**src/rtl/spi_write_pkg.sv**
```systemverilog
// Shared definitions for the SPI write controller: state encodings,
// default widths and the SPI mode the controller drives.
package spi_write_pkg;

   localparam int DefaultDataWidth = 24;
   localparam int DefaultDivWidth  = 8;

   // Mode 0: CPOL=0 (sclk idles low), CPHA=0 (slave samples on the rising edge)
   localparam int   SpiMode  = 0;
   localparam logic SclkIdle = SpiMode[1];

   localparam logic [2:0] StIdle    = 3'd0;
   localparam logic [2:0] StSetup   = 3'd1;
   localparam logic [2:0] StShiftHi = 3'd2;
   localparam logic [2:0] StShiftLo = 3'd3;
   localparam logic [2:0] StHold    = 3'd4;
   localparam logic [2:0] StGap     = 3'd5;

   typedef enum logic [2:0] {
      IDLE     = StIdle,
      SETUP    = StSetup,
      SHIFT_HI = StShiftHi,
      SHIFT_LO = StShiftLo,
      HOLD     = StHold,
      GAP      = StGap
   } spiState_e;

endpackage

```
**src/rtl/spi_half_tick.sv**
```systemverilog
// Half-period timer: counts D = div+1 cycles per phase and ticks on the last
// cycle of each phase. A restart reloads it with the divider of a new frame.
module spi_half_tick
   import spi_write_pkg::*;
#(
   parameter int DivWidth = DefaultDivWidth
) (
   input  logic                clk_i,
   input  logic                rst_ni,
   input  logic                en_i,
   input  logic                restart_i,
   input  logic [DivWidth-1:0] restartDiv_i,
   input  logic [DivWidth-1:0] reloadDiv_i,
   output logic                tick_o
);

   logic [DivWidth-1:0] count_q, count_d;

   always_comb begin
      count_d = count_q;
      if (restart_i) begin
         count_d = restartDiv_i;
      end else if (en_i) begin
         if (count_q == '0) begin
            count_d = reloadDiv_i;
         end else begin
            count_d = count_q - 1'b1;
         end
      end
   end

   always_ff @(posedge clk_i or negedge rst_ni) begin
      if (!rst_ni) begin
         count_q <= '0;
      end else begin
         count_q <= count_d;
      end
   end

   assign tick_o = en_i & (count_q == '0);

endmodule

```
**src/rtl/spi_write_ctrl.sv**
```systemverilog
// SPI write controller: one DataWidth-bit word per frame, MSB first, mode 0.
// Optional SPI_WRITE_HOLD_REG_EN adds a one-entry holding register for back-to-back frames.
module spi_write_ctrl
   import spi_write_pkg::*;
#(
   parameter int DataWidth = DefaultDataWidth,
   parameter int DivWidth  = DefaultDivWidth
) (
   input  logic                 clk_i,
   input  logic                 rst_ni,
   input  logic                 start_i,
   input  logic [DataWidth-1:0] data_i,
   input  logic [DivWidth-1:0]  div_i,
   output logic                 ready_o,
   output logic                 busy_o,
   output logic                 done_o,
   output logic                 sclk_o,
   output logic                 cs_no,
   output logic                 mosi_o
);

   localparam int CntWidth = $clog2(DataWidth + 1);

   spiState_e            state_q;
   logic [DataWidth-1:0] shift_q;
   logic [DivWidth-1:0]  div_q;
   logic [CntWidth-1:0]  bitCnt_q, bitCnt_d;
   logic                 sclk_q, csn_q, mosi_q, busy_q, done_q;
   logic                 tick;

   logic                 launch_d;
   logic [DataWidth-1:0] launchData_d;
   logic [DivWidth-1:0]  launchDiv_d;

`ifdef SPI_WRITE_HOLD_REG_EN
   logic                 holdValid_q;
   logic [DataWidth-1:0] holdData_q;
   logic [DivWidth-1:0]  holdDiv_q;

   // A frame starts from IDLE, or straight out of GAP when a word is waiting
   always_comb begin
      launch_d     = 1'b0;
      launchData_d = data_i;
      launchDiv_d  = div_i;
      if (state_q == IDLE) begin
         launch_d = start_i;
      end else if ((state_q == GAP) && tick) begin
         if (holdValid_q) begin
            launch_d     = 1'b1;
            launchData_d = holdData_q;
            launchDiv_d  = holdDiv_q;
         end else begin
            launch_d = start_i;
         end
      end
   end

   always_ff @(posedge clk_i or negedge rst_ni) begin
      if (!rst_ni) begin
         holdValid_q <= 1'b0;
         holdData_q  <= '0;
         holdDiv_q   <= '0;
      end else if (launch_d && holdValid_q) begin
         holdValid_q <= 1'b0;
      end else if (busy_q && start_i && !holdValid_q && !launch_d) begin
         holdValid_q <= 1'b1;
         holdData_q  <= data_i;
         holdDiv_q   <= div_i;
      end
   end

   assign ready_o = ~holdValid_q;
`else
   always_comb begin
      launch_d     = (state_q == IDLE) && start_i;
      launchData_d = data_i;
      launchDiv_d  = div_i;
   end

   assign ready_o = ~busy_q;
`endif

   assign bitCnt_d = bitCnt_q + 1'b1;

   spi_half_tick #(
      .DivWidth (DivWidth)
   ) u_half_tick (
      .clk_i        (clk_i),
      .rst_ni       (rst_ni),
      .en_i         (state_q != IDLE),
      .restart_i    (launch_d),
      .restartDiv_i (launchDiv_d),
      .reloadDiv_i  (div_q),
      .tick_o       (tick)
   );

   // mosi is refreshed with the next bit on the falling sclk edge so it is
   // stable well before the slave samples on the following rising edge
   always_ff @(posedge clk_i or negedge rst_ni) begin
      if (!rst_ni) begin
         state_q  <= IDLE;
         shift_q  <= '0;
         div_q    <= '0;
         bitCnt_q <= '0;
         sclk_q   <= SclkIdle;
         csn_q    <= 1'b1;
         mosi_q   <= 1'b0;
         busy_q   <= 1'b0;
         done_q   <= 1'b0;
      end else begin
         done_q <= (state_q == GAP) && tick;
         if (launch_d) begin
            state_q  <= SETUP;
            shift_q  <= launchData_d;
            div_q    <= launchDiv_d;
            bitCnt_q <= '0;
            sclk_q   <= SclkIdle;
            csn_q    <= 1'b0;
            mosi_q   <= launchData_d[DataWidth-1];
            busy_q   <= 1'b1;
         end else if (tick) begin
            case (state_q)
               SETUP: begin
                  state_q <= SHIFT_HI;
                  sclk_q  <= ~SclkIdle;
               end
               SHIFT_HI: begin
                  state_q <= SHIFT_LO;
                  sclk_q  <= SclkIdle;
                  mosi_q  <= shift_q[DataWidth-2];
               end
               SHIFT_LO: begin
                  shift_q  <= shift_q << 1;
                  bitCnt_q <= bitCnt_d;
                  if (bitCnt_d == CntWidth'(DataWidth)) begin
                     state_q <= HOLD;
                  end else begin
                     state_q <= SHIFT_HI;
                     sclk_q  <= ~SclkIdle;
                  end
               end
               HOLD: begin
                  state_q <= GAP;
                  csn_q   <= 1'b1;
                  mosi_q  <= 1'b0;
               end
               GAP: begin
                  state_q <= IDLE;
                  busy_q  <= 1'b0;
               end
               default: begin
                  state_q <= IDLE;
               end
            endcase
         end
      end
   end

   assign busy_o = busy_q;
   assign done_o = done_q;
   assign sclk_o = sclk_q;
   assign cs_no  = csn_q;
   assign mosi_o = mosi_q & ~csn_q;

endmodule

```
**config.mk**
```make
export PLATFORM = sky130hd
export DESIGN_NAME = spi_write_ctrl
export DESIGN_NICKNAME = d
export VERILOG_FILES = /design/src/rtl/spi_write_pkg.sv /design/src/rtl/spi_half_tick.sv /design/src/rtl/spi_write_ctrl.sv
export SDC_FILE = /design/constraint.sdc
export NUM_CORES = 1
export LEC_CHECK = 0
export CAP_MARGIN = 15
export CELL_PAD_IN_SITES_DETAIL_PLACEMENT = 1
export CELL_PAD_IN_SITES_GLOBAL_PLACEMENT = 1
export CORE_MARGIN = 5
export CORE_UTILIZATION = 42
export CTS_CLUSTER_DIAMETER = 100
export DETAILED_ROUTE_END_ITERATION = 7
export HOLD_SLACK_MARGIN = 0.12
export PLACE_DENSITY = 0.92
export SLEW_MARGIN = 20
export SYNTH_ARGS = -nofsm -noshare
export SYNTH_HDL_FRONTEND = slang
export SYNTH_HIERARCHICAL = 1
export SYNTH_SLANG_ARGS = --single-unit
```
**constraint.sdc**
```tcl
create_clock -name clk_i -period 3.07 [get_ports clk_i]
set_clock_uncertainty 0.1 [all_clocks]
set_input_delay 0.614 -clock clk_i [delete_from_list [all_inputs] [get_ports clk_i]]
set_output_delay 0.614 -clock clk_i [all_outputs]
set_load 0.02 [all_outputs]
```
Word level (Yosys, flattened, before mapping):

Index checks and enable logic that the tools add are counted.
Widths: inputs -> output; s select.

* add/subtract/negate cells: 2
* equality and inequality tests: 7
* mux-type cells: 26
* bitwise logic cells: 4
* reductions and logical operators: 17

Operators by type and width (number)
* $mux 23: 3
* $mux 8: 3
* $mux 5: 3
* $pmux 3 s4: 1
* $mux 1: 11
* $reduce_bool 2->1: 5
* $mux 3: 3
* $logic_not 8->1: 1
* $reduce_and 2->1: 4
* $sub 8x1->8 const B: 1
* $eq 3x2->1 const B: 2
* $eq 3x3->1 const B: 2
* $reduce_bool 3->1: 2
* $add 5x1->5 const B: 1
* $eq 5x5->1 const B: 1
* $reduce_bool 4->1: 1
* $eq 3x1->1 const B: 1
* $logic_not 3->1: 1
* $ne 3x3->1 const B: 1
* $pmux 1 s3: 1
* $reduce_and 3->1: 1
* $and 1x1->1: 2
* $logic_and 1x1->1: 2
* $not 1->1: 2
* $pmux 1 s2: 1

* flip-flop bits (word level): 52
* input bits: 35
* word-level logic and storage cells: 66

Longest topological paths before layout:

* depth after elaboration: 6
* mapped depth: 11
* gate-level depth less buffers: 8

By module:

Netlist, hierarchy kept.

By module, submodules not included
* spi_write_ctrl: instances 1, cells each 212, area each 2123.3 um^2, sequential area each 1102.3 um^2
* spi_half_tick: instances 1, cells each 70, area each 634.4 um^2, sequential area each 200.2 um^2

Worst setup path before layout:

No wires, ideal clock.

* path type: register to register
* from: register state_q[0]
* to: register mosi_q
* library setup time: 0.125 ns
* data arrival time: 1.942 ns
* path slack: 0.903 ns
* cell stages (with the launch flop): 10
* path buffers: 3
* clock period less this slack: 2.167 ns
* path through: dfrtp_1 -> buf_6 -> nor2_8 -> nand2_1 -> buf_1 -> and3_2 -> buf_2 -> mux2_2 -> o21ai_2 -> mux2_2

* cells in the longest elaborated chain, start to end: 4

RTL lines
* start: declaration: line spi_write_ctrl.sv:24 `spiState_e state_q;`
* start signal: assignment: line spi_write_ctrl.sv:101 `state_q <= IDLE;`
* start signal: assignment: line spi_write_ctrl.sv:113 `state_q <= SETUP;`
* start signal: assignment: line spi_write_ctrl.sv:124 `state_q <= SHIFT_HI;`
* $reduce_bool 3->1: line spi_write_ctrl.sv:90 `.en_i (state_q != IDLE),`
* $and 1x1->1: line spi_half_tick.sv:40 `assign tick_o = en_i & (count_q == '0);`
* named net tick: line spi_write_ctrl.sv:29 `logic tick;`
* $reduce_bool 2->1 (no source line)
* $reduce_and 2->1 (no source line)
* end signal: assignment: line spi_write_ctrl.sv:119 `mosi_q <= launchData_d[DataWidth-1];`
* end signal: assignment: line spi_write_ctrl.sv:130 `mosi_q <= shift_q[DataWidth-2];`
* end: declaration: line spi_write_ctrl.sv:28 `logic sclk_q, csn_q, mosi_q, busy_q, done_q;`

The timed path passes the listed nets, and every way through them passes these cells. The select of a mux whose other input is x is not followed.
A chain may end at the register's enable or synchronous reset.

Worst setup path in the final report:

* from: register u_half_tick.count_q[0]
* to: register shift_q[15]

* cells in the longest elaborated chain, start to end: 4

RTL lines
* start: declaration: line spi_half_tick.sv:17 `logic [DivWidth-1:0] count_q, count_d;`
* start signal: assignment: line spi_half_tick.sv:36 `count_q <= count_d;`
* $logic_not 8->1: line spi_half_tick.sv:40
* $and 1x1->1: line spi_half_tick.sv:40
* named net tick: line spi_write_ctrl.sv:29
* $reduce_bool 2->1 (no source line)
* $reduce_and 2->1 (no source line)
* end signal: assignment: line spi_write_ctrl.sv:114 `shift_q <= launchData_d;`
* end signal: assignment: line spi_write_ctrl.sv:133 `shift_q <= shift_q << 1;`
* end: declaration: line spi_write_ctrl.sv:25 `logic [DataWidth-1:0] shift_q;`

The timed path passes the listed nets, and every way through them passes these cells.

==> run_results.csv <==
group,metric,value,unit
pwr,vdd_drop_max,0.166,mV
detailed_routing,vias,2145,
critical_path,slowest_stage,"dfrtp_1",
clock_tree,numCtsBuffers,5,
timing,fmax,385,MHz
clock_tree,cts_tree,"yes",
job,drv_cap,0,
detailed_routing,dr.first_iter.drc_count,84,
detailed_routing,drc_errors,0,
detailed_routing,dr.pass1.iters,4,
timing,setup_tns,0,ps
detailed_routing,finalWirelength,6520,um
detailed_routing,vias_per_cell,5.44,
critical_path,max_stage_delay,420,ps
critical_path,r2r-start,"u_half_tick/count_q[0]",
finish,area_delta_synth_final,17.0,%
critical_path,worst-path-buf-inv,2,
synthesis,ys.flop_type,"dfrtp_1",
critical_path,cp-start-kind,"flop",
die,initial_utilization,43.2,%
pwr,power.density,362,mW/mm^2
grt,grt_start_max_net_pins,53,
finish,nNetsFinal,354,
die,core_area,0.00639,mm^2
synthesis,synth_area,0.00276,mm^2
timing,tightest_slew,670,ps
critical_path,critical-path-top-delay-family,"simple AND/OR/NAND/NOR gates",
grt,grt_use_total,16.7,%
clock_tree,cts_resized,0,
die,die_area,0.00829,mm^2
clock_tree,hold_buffers,0,
critical_path,cp_max_fo,20,
die,dieWidth,91.0,um
timing,holdWs,317,ps
grt,grt_pass1_vias,2440,
timing,slew_violations,0,
finish,antenna_cells,0,
finish,drive_gt1_share,10.7,%
critical_path,r2r_cells,8,
hold_path,min_path_type,"primary input to async pin",
critical_path,rrSetupSlack,470,ps
clock_tree,cts.clk_slew.worst_paths,100,ps
synthesis,synth_nets,320,
finish,final_common_cell,"nand2_1",
synthesis,yosysUniqueCellTypes,44,
synthesis,ys_ff_latch,52,
clock_tree,cts_setup_buffers,0,
critical_path,path_class,"flop to flop",
synthesis,yosysSeqAreaShare,47.2,%
timing,hold_violations,0,
synthesis,syn_avg_cell_area,9.78,um^2
outcome,status,"finished clean",
timing,setup_viol,0,
critical_path,regToRegEndpoint,"shift_q[15]",
synthesis,synth_edf_count,0,
detailed_routing,detail_route.wl_per_cell,16.6,um
timing,finalCritPeriodShare,84.5,%
grt,overflow,0,
clock_tree,htreeDepth,2,
critical_path,end_kind,"flop",
critical_path,crit_chain,"inv_1 > ha_1 > nor3b_1 > and3_2 > nand4b_4 > buf_4 > mux2i_1 > o21ai_0",
critical_path,cp.arrival,2690,ps
pwr,p_leak,1.40,nW
clock_tree,cts_sinks,52,
die,die_h,91.0,um
synthesis,ys_warn_count,6,
placement,post-dp-hpwl,4690,um
detailed_routing,antenna_left,0,
clock_tree,ctsLongestPathBuffers,2,
finish,final_cell_mix,"nand2_1 (52), dfrtp_1 (51), clkdlybuf4s50_1 (39)",
placement,gp_congestion,0.825,
clock_tree,clkLatencyLatePin,310,ps
timing,rsz0062_at_grt,"false",
timing,finalCriticalPeriod,2600,ps
die,io_pins,41,
grt,grt_pass1_wl,11600,um
clock_tree,cts_root_buffer,"clkbuf_8",
critical_path,critPathRequiredTime,3160,ps
timing,worst_slew_margin_rel,55.3,%
synthesis,synth_cells,282,
die,rows,29,
placement,numPortBuffers,40,
grt,grt_antenna_before_repair,0,
synthesis,synthArstFlopShare,100,%
critical_path,crit_start,"u_half_tick/count_q[0]",
[logic make-up (layout without fill, tap and decap cells)]
group                      count (synthesis)  after routing  share of synthesized area [%]
DFF                                       52             52                           47.2
AOI/OAI and AO/OA                         79             79                           16.6
muxes                                     19             19                           7.03
and+or+nand+nor                           90             90                           18.2
xor gates and xnor gates                   5              5                           1.59
adders and majority gates                  3              3                           1.36
buffers and inverters                     34             69                           7.99
[layer usage]
layer	track usage, %	vias to the layer above	routed length, um
li1	-	1034	-
met1	20.0	1062	2780
met2	29.9	41	3410
met3	4.05	8	254
met4	4.65	0	83
met5	0	-	0
[where the power goes]
group          leakage [nW]  switching [mW]  internal [mW]
combinational         0.756          0.0245         0.0393
sequential            0.594               0          0.684
clock                0.0516           0.236          0.185
total                  1.40           0.260          0.909
[state kept, by name, summed over array words and instances (netlist names)]
name,flops
bitCnt_q,5
busy_o,1
cs_no,1
div_q,8
done_o,1
mosi_q,1
sclk_o,1
shift_q,23
state_q,3
u_half_tick/count_q,8
[synth_stat cells, types with 2 or more instances]
cell,n,area [um^2]
nand2_1,52,195
buf_1,2,7.51
dfrtp_1,51,1280
o21ai_2,2,17.5
nor3_1,5,25.0
nand2b_1,2,12.5
nor2b_1,3,18.8
o22ai_1,9,56.3
mux2i_1,16,160
ha_1,3,37.5
xor2_1,5,43.8
o21ai_1,10,50.1
o31ai_2,2,25.0
inv_1,15,56.3
o21ai_0,21,105
mux2_2,3,33.8
a21oi_1,27,135
nor2_1,6,22.5
buf_6,11,124
nand3_1,5,25.0
nor3b_1,7,52.6
buf_2,3,15.0
[through the flow]
| step | power [mW] | util [%] | cell area [um^2] | cells | worst slack (ps) |
|---|---|---|---|---|---|
| floorplan | 0.700 | - | 2760 | 282 | 903 |
| global placement | 0.761 | 49.0 | 3130 | 386 | 616 |
| detailed placement | 0.763 | 49.0 | 3130 | 386 | 465 |
| CTS | 1.18 | 50.5 | 3230 | 394 | 440 |
| global route | 1.22 | 50.5 | 3230 | 394 | 216 |
| finish | 1.17 | 50.5 | 3230 | 394 | 475 |
[final cells by class]
cell class / instances / area (um^2)
tap: 77 / 96.3
sequential: 52 / 1300
clock buffer: 6 / 82.6
inverter: 16 / 62.6
clock inverter: 2 / 13.8
multi-input combinational: 196 / 1230
fill: 751 / 3160
timing repair buffer: 45 / 433
[how the worst max path moves through the flow]
stage                  end  slack, ps  cells after the start
2_1_floorplan       mosi_q        900                      9
3_3_place_gp   shift_q[11]        620                      7
3_5_place_dp   shift_q[16]        470                      8
4_1_cts        shift_q[15]        440                      8
5_1_grt        bitCnt_q[2]        220                      9
6_report       shift_q[15]        470                      8
Note: power is estimated with default switching activity, not from simulation.
